`config.mk`:
```
export PLATFORM = sky130hd
export DESIGN_NAME = combo_sequencer_flat
export DESIGN_NICKNAME = d
export VERILOG_FILES = /design/src/rtl/combo_sequencer_if.sv /design/src/rtl/combo_sequencer.sv /design/src/flat_wrapper.sv
export SDC_FILE = /design/constraint.sdc
export NUM_CORES = 1
export LEC_CHECK = 0
export BUFFER_PORTS_ARGS = -buffer_cell sky130_fd_sc_hd__buf_2
export CAP_MARGIN = 10
export CORE_UTILIZATION = 48
export DETAILED_ROUTE_END_ITERATION = 8
export PLACE_DENSITY = 0.84
export SYNTH_ARGS = -nofsm -noshare
export SYNTH_HDL_FRONTEND = slang
export SYNTH_SLANG_ARGS = --single-unit
export TNS_END_PERCENT = 100
```
`constraint.sdc`:
```
create_clock -name clk -period 2 [get_ports clk]
set_input_delay 0.1 -clock clk [delete_from_list [all_inputs] [get_ports clk]]
set_output_delay 0.1 -clock clk [all_outputs]
set_load 0.01 [all_outputs]
```
`src/rtl/combo_sequencer_if.sv`:
```
`default_nettype none
// ============================================================================
//  Module      : combo_sequencer_if
//  Description : Command / response handshake bundle for combo_sequencer.
//                Command side: cmd_valid/cmd_ready with a 2-bit opcode and a
//                4-bit operand. Response side: rsp_valid/rsp_ready with the
//                echoed opcode, 4-bit result and error flag.
//                master : the requester (issues commands, consumes responses)
//                slave  : the sequencer (accepts commands, returns responses)
//  Revision    : 1.0  initial release
// ============================================================================
interface combo_sequencer_if;
    logic       cmd_valid;
    logic       cmd_ready;
    logic [1:0] cmd_op;
    logic [3:0] cmd_data;
    logic       rsp_valid;
    logic       rsp_ready;
    logic [1:0] rsp_op;
    logic [3:0] rsp_data;
    logic       rsp_err;

    modport master (
        output cmd_valid,
        output cmd_op,
        output cmd_data,
        output rsp_ready,
        input  cmd_ready,
        input  rsp_valid,
        input  rsp_op,
        input  rsp_data,
        input  rsp_err
    );

    modport slave (
        input  cmd_valid,
        input  cmd_op,
        input  cmd_data,
        input  rsp_ready,
        output cmd_ready,
        output rsp_valid,
        output rsp_op,
        output rsp_data,
        output rsp_err
    );
endinterface
`default_nettype wire

```
`src/rtl/combo_sequencer.sv`:
```
`default_nettype none
// ============================================================================
//  Module      : combo_sequencer
//  Description : Command front-end for the mux/encoder/decoder combo unit.
//                Accepts one operation per command handshake, drives the
//                combo inputs from registers, waits SETTLE_CYCLES, samples
//                the combo outputs and returns them on the response port.
//  Ports       : clk        rising-edge clock
//                rst_n      asynchronous active-low reset
//                bus        command/response handshake (slave modport)
//                choice, sel, I0, I1, enc_in, dec_in   registered combo drive
//                mux_out, enc_out, dec_out             combo results
//                op_count   completed responses, wraps at 2^CNT_W
//  Revision    : 1.0  initial release
// ============================================================================
module combo_sequencer #(
    parameter int SETTLE_CYCLES = 1,
    parameter int CNT_W         = 8
) (
    input  logic             clk,
    input  logic             rst_n,
    combo_sequencer_if.slave bus,
    output logic [1:0]       choice,
    output logic             sel,
    output logic             I0,
    output logic             I1,
    output logic [3:0]       enc_in,
    output logic [1:0]       dec_in,
    input  logic             mux_out,
    input  logic [1:0]       enc_out,
    input  logic [3:0]       dec_out,
    output logic [CNT_W-1:0] op_count
);

    // Settle counter only has to hold SETTLE_CYCLES-1; keep at least one bit.
    localparam int c_SET_W = (SETTLE_CYCLES > 1) ? $clog2(SETTLE_CYCLES) : 1;
    localparam logic [c_SET_W-1:0] c_SETTLE_LOAD = c_SET_W'(SETTLE_CYCLES - 1);

    localparam logic [1:0] c_OP_MUX = 2'b00;
    localparam logic [1:0] c_OP_ENC = 2'b01;
    localparam logic [1:0] c_OP_DEC = 2'b10;

    typedef enum logic [1:0] {
        ST_IDLE  = 2'd0,
        ST_DRIVE = 2'd1,
        ST_RESP  = 2'd2
    } state_t;

    state_t             r_state;
    state_t             w_state_next;
    logic               w_cmd_ready;
    logic               w_accept;
    logic               w_capture;
    logic               w_rsp_done;

    logic [c_SET_W-1:0] r_settle_cnt;
    logic [1:0]         r_choice;
    logic               r_sel;
    logic               r_i0;
    logic               r_i1;
    logic [3:0]         r_enc_in;
    logic [1:0]         r_dec_in;
    logic               r_rsp_valid;
    logic [1:0]         r_rsp_op;
    logic [3:0]         r_rsp_data;
    logic               r_rsp_err;
    logic [CNT_W-1:0]   r_op_count;
    logic [3:0]         w_result;

    // ------------------------------------------------------------------------
    // FSM state register
    // ------------------------------------------------------------------------
    always_ff @(posedge clk or negedge rst_n) begin
        if (!rst_n) begin
            r_state <= ST_IDLE;
        end else begin
            r_state <= w_state_next;
        end
    end

    // ------------------------------------------------------------------------
    // FSM next state and control strobes
    // ------------------------------------------------------------------------
    always_comb begin
        w_state_next = r_state;
        w_cmd_ready  = 1'b0;
        w_accept     = 1'b0;
        w_capture    = 1'b0;
        w_rsp_done   = 1'b0;
        case (r_state)
            ST_IDLE: begin
                // Gated by rst_n so the port reads not-ready while reset is held.
                w_cmd_ready = rst_n;
                if (bus.cmd_valid && rst_n) begin
                    w_accept = 1'b1;
                    // Illegal opcode skips the settle window entirely.
                    if (bus.cmd_op == 2'b11) begin
                        w_state_next = ST_RESP;
                    end else begin
                        w_state_next = ST_DRIVE;
                    end
                end
            end
            ST_DRIVE: begin
                if (r_settle_cnt == '0) begin
                    w_capture    = 1'b1;
                    w_state_next = ST_RESP;
                end
            end
            ST_RESP: begin
                if (bus.rsp_ready) begin
                    w_rsp_done   = 1'b1;
                    w_state_next = ST_IDLE;
                end
            end
            default: begin
                w_state_next = ST_IDLE;
            end
        endcase
    end

    // Result selection by the opcode latched at accept time.
    always_comb begin
        w_result = 4'b0000;
        case (r_rsp_op)
            c_OP_MUX: w_result = {3'b000, mux_out};
            c_OP_ENC: w_result = {2'b00, enc_out};
            c_OP_DEC: w_result = dec_out;
            default:  w_result = 4'b0000;
        endcase
    end

    // ------------------------------------------------------------------------
    // Drive registers, settle counter and response registers
    // ------------------------------------------------------------------------
    always_ff @(posedge clk or negedge rst_n) begin
        if (!rst_n) begin
            r_settle_cnt <= '0;
            r_choice     <= 2'b00;
            r_sel        <= 1'b0;
            r_i0         <= 1'b0;
            r_i1         <= 1'b0;
            r_enc_in     <= 4'b0000;
            r_dec_in     <= 2'b00;
            r_rsp_valid  <= 1'b0;
            r_rsp_op     <= 2'b00;
            r_rsp_data   <= 4'b0000;
            r_rsp_err    <= 1'b0;
            r_op_count   <= '0;
        end else begin
            if (w_accept) begin
                r_rsp_op     <= bus.cmd_op;
                r_choice     <= bus.cmd_op;
                r_settle_cnt <= c_SETTLE_LOAD;
                // Only the drive register belonging to the opcode is touched;
                // the others keep their previous values.
                case (bus.cmd_op)
                    c_OP_MUX: begin
                        r_sel <= bus.cmd_data[2];
                        r_i1  <= bus.cmd_data[1];
                        r_i0  <= bus.cmd_data[0];
                    end
                    c_OP_ENC: begin
                        r_enc_in <= bus.cmd_data;
                    end
                    c_OP_DEC: begin
                        r_dec_in <= bus.cmd_data[1:0];
                    end
                    default: begin
                        r_rsp_err   <= 1'b1;
                        r_rsp_data  <= 4'b0000;
                        r_rsp_valid <= 1'b1;
                    end
                endcase
            end

            if (r_state == ST_DRIVE) begin
                if (w_capture) begin
                    r_rsp_data  <= w_result;
                    r_rsp_err   <= 1'b0;
                    r_rsp_valid <= 1'b1;
                end else begin
                    r_settle_cnt <= r_settle_cnt - 1'b1;
                end
            end

            if (w_rsp_done) begin
                r_rsp_valid <= 1'b0;
                r_op_count  <= r_op_count + 1'b1;
            end
        end
    end

    // ------------------------------------------------------------------------
    // Output mapping
    // ------------------------------------------------------------------------
    assign bus.cmd_ready = w_cmd_ready;
    assign bus.rsp_valid = r_rsp_valid;
    assign bus.rsp_op    = r_rsp_op;
    assign bus.rsp_data  = r_rsp_data;
    assign bus.rsp_err   = r_rsp_err;

    assign choice   = r_choice;
    assign sel      = r_sel;
    assign I0       = r_i0;
    assign I1       = r_i1;
    assign enc_in   = r_enc_in;
    assign dec_in   = r_dec_in;
    assign op_count = r_op_count;

endmodule
`default_nettype wire

```
`src/flat_wrapper.sv`:
```
// flat-port wrapper written by rule: the top's interface ports become plain ports
module combo_sequencer_flat 
#(
    parameter int SETTLE_CYCLES = 1,
    parameter int CNT_W         = 8
)
  (clk, rst_n, choice, sel, I0, I1, enc_in, dec_in, mux_out, enc_out, dec_out, op_count, bus_cmd_valid, bus_cmd_op, bus_cmd_data, bus_rsp_ready, bus_cmd_ready, bus_rsp_valid, bus_rsp_op, bus_rsp_data, bus_rsp_err);
  combo_sequencer_if bus_i ();
  input  logic clk;
  input  logic rst_n;
  output logic [1:0] choice;
  output logic sel;
  output logic I0;
  output logic I1;
  output logic [3:0] enc_in;
  output logic [1:0] dec_in;
  input  logic mux_out;
  input  logic [1:0] enc_out;
  input  logic [3:0] dec_out;
  output logic [CNT_W-1:0] op_count;
  input wire logic [$bits(bus_i.cmd_valid)-1:0] bus_cmd_valid;
  input wire logic [$bits(bus_i.cmd_op)-1:0] bus_cmd_op;
  input wire logic [$bits(bus_i.cmd_data)-1:0] bus_cmd_data;
  input wire logic [$bits(bus_i.rsp_ready)-1:0] bus_rsp_ready;
  output wire logic [$bits(bus_i.cmd_ready)-1:0] bus_cmd_ready;
  output wire logic [$bits(bus_i.rsp_valid)-1:0] bus_rsp_valid;
  output wire logic [$bits(bus_i.rsp_op)-1:0] bus_rsp_op;
  output wire logic [$bits(bus_i.rsp_data)-1:0] bus_rsp_data;
  output wire logic [$bits(bus_i.rsp_err)-1:0] bus_rsp_err;
  assign bus_i.cmd_valid = bus_cmd_valid;
  assign bus_i.cmd_op = bus_cmd_op;
  assign bus_i.cmd_data = bus_cmd_data;
  assign bus_i.rsp_ready = bus_rsp_ready;
  assign bus_cmd_ready = bus_i.cmd_ready;
  assign bus_rsp_valid = bus_i.rsp_valid;
  assign bus_rsp_op = bus_i.rsp_op;
  assign bus_rsp_data = bus_i.rsp_data;
  assign bus_rsp_err = bus_i.rsp_err;
  combo_sequencer #(.SETTLE_CYCLES(SETTLE_CYCLES), .CNT_W(CNT_W)) u_core (.clk(clk), .rst_n(rst_n), .bus(bus_i), .choice(choice), .sel(sel), .I0(I0), .I1(I1), .enc_in(enc_in), .dec_in(dec_in), .mux_out(mux_out), .enc_out(enc_out), .dec_out(dec_out), .op_count(op_count));
endmodule
```
==> parameters.txt <==
Parameter                              Value

Outcome
  Run status ... complete, no violations

Power and ir drop
  Final Total Pwr ... 0.001671 W
  IR drop worst, VDD ... 0.7777 mV
  Power density cells ... between 1000 and 1500 mW/mm^2
  Leakage power ... approximately 0.77 nW

Min path
  Worst min-delay path category ... primary input to flop
  Source of the worst hold timing path ... bus_cmd_data[2]
  Worst hold stages ... 2
  Terminating pin of the worst hold path ... u_core.enc_in[2]

Placed design
  Detailed placement HPWL ... approximately 1900 um
  Input/output buffers ... 44
  Placer's final routability congestion estimate ... 0.7769
  Post-place setup slack ... between 300 and 400 ps

Logic synthesis
  Cell type contributing the most total cell area after synthesis ... dfrtp_1
  Share of flip-flops with an asynchronous set or reset ... between 90% and 100%
  Most frequent cell after synthesis ... dfrtp_1
  Flip-flop and latch count after synthesis ... 28
  EDFF count, synth ... 0
  Area contributors post-synth ... dfrtp_1 (57%), mux2_2 (11%), xor2_1 (2.9%)
  Yosys synthesis warning count ... 0
  Share of the yosys chip area belonging to registers ... a little under three fifths
  Post-Synthesis Mean Instance Area ... approximately 13 um^2
  Combined area of all synthesized cells ... ~0.0012 mm^2
  Predominant post-synthesis flop cell ... dfrtp_1
  Post-synth top cells ... dfrtp_1 (28), mux2_2 (12), nand2_1 (8)
  Share of Yosys cell area claimed by the top area cell type ... approximately 57%
  Library cells used by synthesis ... 32
  Number of instances in the synthesized netlist ... 96
  Synthesized net count ... 114

Setup path
  Depth of the worst register-to-register path ... 4
  Startpoint of the lowest-slack register-to-register path ... u_core.r_state[0]
  Worst reg2reg endpoint ... u_core.I0
  Required time of the critical path ... between 2000 and 2500 ps
  Kind of cell adding the most delay to the critical path ... simple AND/OR/NAND/NOR gates
  Critical path launch point type ... flop
  Reg-to-reg setup timing slack ... around 310 ps
  Crit Path Max Fanout ... 9
  Worst setup path class ... flop to flop
  Sum of buffers and inverters on the critical path ... 1
  CP Launch Point ... u_core.r_state[0]
  Critical path's slowest cell ... dfrtp_1
  CP cell instances ... nor4bb_1 > buf_4 > nor3b_4 > mux2_2
  Largest incremental delay on the critical path ... roughly 470 ps
  Kind of end point of the critical path ... flop
  CP arrival ... 1910 ps

CTS
  Master cell of the clock root buffer ... clkbuf_4
  Clock insertion delay at the later pin of the skew report ... approximately 320 ps
  CTS clk-pin slew, worst paths ... about 130 ps
  Hold-fix buffers at CTS ... 2
  Resized cells post-CTS ... 0
  TritonCTS buffer count ... 3
  Maximum clock path buffer count ... 2
  Postcts setup bufs ... 0
  Depth of the CTS H-tree ... 1
  Count of clock tree sinks ... 28
  TritonCTS clock tree ... done

Global route
  Largest net degree at the start of global routing ... 30
  Grt met2 use ... between 30 and 40%
  Number of global-route vias before repair ... between 800 and 900
  GR Layer Usage met3 ... about 2.6%
  GR Util All Layers ... 19.63%
  Remaining global-route overflow ... 0
  Global Route met1 Usage ... roughly a quarter
  Busiest layer in global routing ... met2
  Initial antenna violation count ... 0
  Global-route wire length before repair ... roughly 3800 um

Die
  Number of rows in the core area ... 17
  Starting utilization of the core area ... between 50 and 60%
  Die width ... about 52 um
  Full die area ... ~0.0028 mm^2
  Die H ... between 50 and 60 um
  Floorplan Core Area ... roughly 0.0023 mm^2
  I/O Pins ... 45

Route
  Routed len/inst ... about 15 um
  Antenna-violating nets left ... 0
  Pre-Repair DR Iteration Count ... 4
  Iteration-0 DRC Markers ... 19
  Post-route DRC violation count ... 0
  Avg Vias per Cell ... 5.418
  Drt total wl ... around 2500 um
  Count of vias placed by the detailed router ... a little over 900

STA
  Final Hold Violating Endpoints ... 0
  WHS ... approximately 13 ps
  Clock Skew ... ~5.8 ps
  Max-slew violations ... 0
  Unrepaired setup endpoints after global routing ... no
  Final Setup Violations ... 0
  Maximum operating frequency ... around 0.6 GHz
  Worst slew slack as a fraction of its limit ... between 70% and 80%
  Slew at the pin closest to its max-slew limit ... 355.5 ps
  Final worst path period need ... about 1700 ps
  Setup WS post-layout ... 307.6 ps
  Tcrit/Tclk final ... 84.62%
  Setup tns final ... 0 ps

Flow run
  Maxcap violations ... 0

Layout
  Final #Nets ... approximately 160
  Layout cell share with drive strength beyond 1 ... between 40 and 50%
  Synthesis-to-finish area growth ... 23.03%
  Final core utilization ... between 60% and 70%
  Antenna diode count ... 0
  Fillers ... 177
power by group:
part	leakage [nW]	internal [W]	switching [W]	total [W]
Combinational	0.403	0.000293	0.000281	0.000574
Clock	0.0138	0.0000708	0.000155	0.000225
Sequential	0.356	0.000735	0.000137	0.000872
cells in the final DEF (no fill, tap or decap), drive strengths merged, types with 2 or more instances in the layout:
master       count
buf             46
nand2            8
xnor2            3
xor2             4
inv              3
mux2            12
nor3b            2
o22ai            4
dlygate4sd3      2
nand3b           3
nor2b            2
nand3            4
and3             2
dfrtp           28
clkbuf           3
nor3             2
metal layers:
metal / routed length [um] / vias to the layer above
li1: - / 434
met1: 1096 / 448
met2: 1191 / 32
met3: 112 / 7
met4: 69 / 0
met5: 0 / -
sequential cells by signal (all words and copies together), names as in the netlist:
name and flops:
u_core.I0 1, u_core.I1 1, u_core.bus.rsp_data 4, u_core.bus.rsp_err 1, u_core.bus.rsp_valid 1, u_core.choice 2
u_core.dec_in 2, u_core.enc_in 4, u_core.op_count 8, u_core.r_settle_cnt 1, u_core.r_state 2, u_core.sel 1
per-stage QoR:
step / area (um^2) / cells
after floorplan: 1222 / 96
after CTS: 1504 / 170
after global routing: 1504 / 170
after detailed placement: 1461 / 165
after global placement: 1461 / 165
final: 1504 / 170
cell type report:
class | instances | area (um^2) | share of cell area [%]
inverter | 3 | 11.26 | 0.7488
timing repair buffer | 48 | 255.2 | 16.97
multi-input combinational | 60 | 479.2 | 31.86
clock buffer | 3 | 22.52 | 1.498
sequential | 28 | 700.7 | 46.59
tap | 28 | 35.03 | 2.329
worst max-delay path by stage:
stage,end,slack (ps),cells past startpoint
6_report,u_core.I0,310,4
5_1_grt,u_core.I0,220,4
4_1_cts,u_core.I0,290,4
3_5_place_dp,u_core.I0,310,4
3_3_place_gp,u_core.sel,400,4
2_1_floorplan,u_core.I0,450,4
cells by family (layout without fill, tap and decap cells):
family	count (synthesis)	count (layout)	share of synthesized area (%)
AOI/OAI and AO/OA	11	11	6.859
xor gates and xnor gates	7	7	5.015
adders and majority gates	1	1	1.023
buffers and inverters	8	54	3.479
DFF	28	28	57.32
muxes	13	13	11.87
and+or+nand+nor	28	28	14.43
Note: power is estimated with default switching activity, not from simulation.
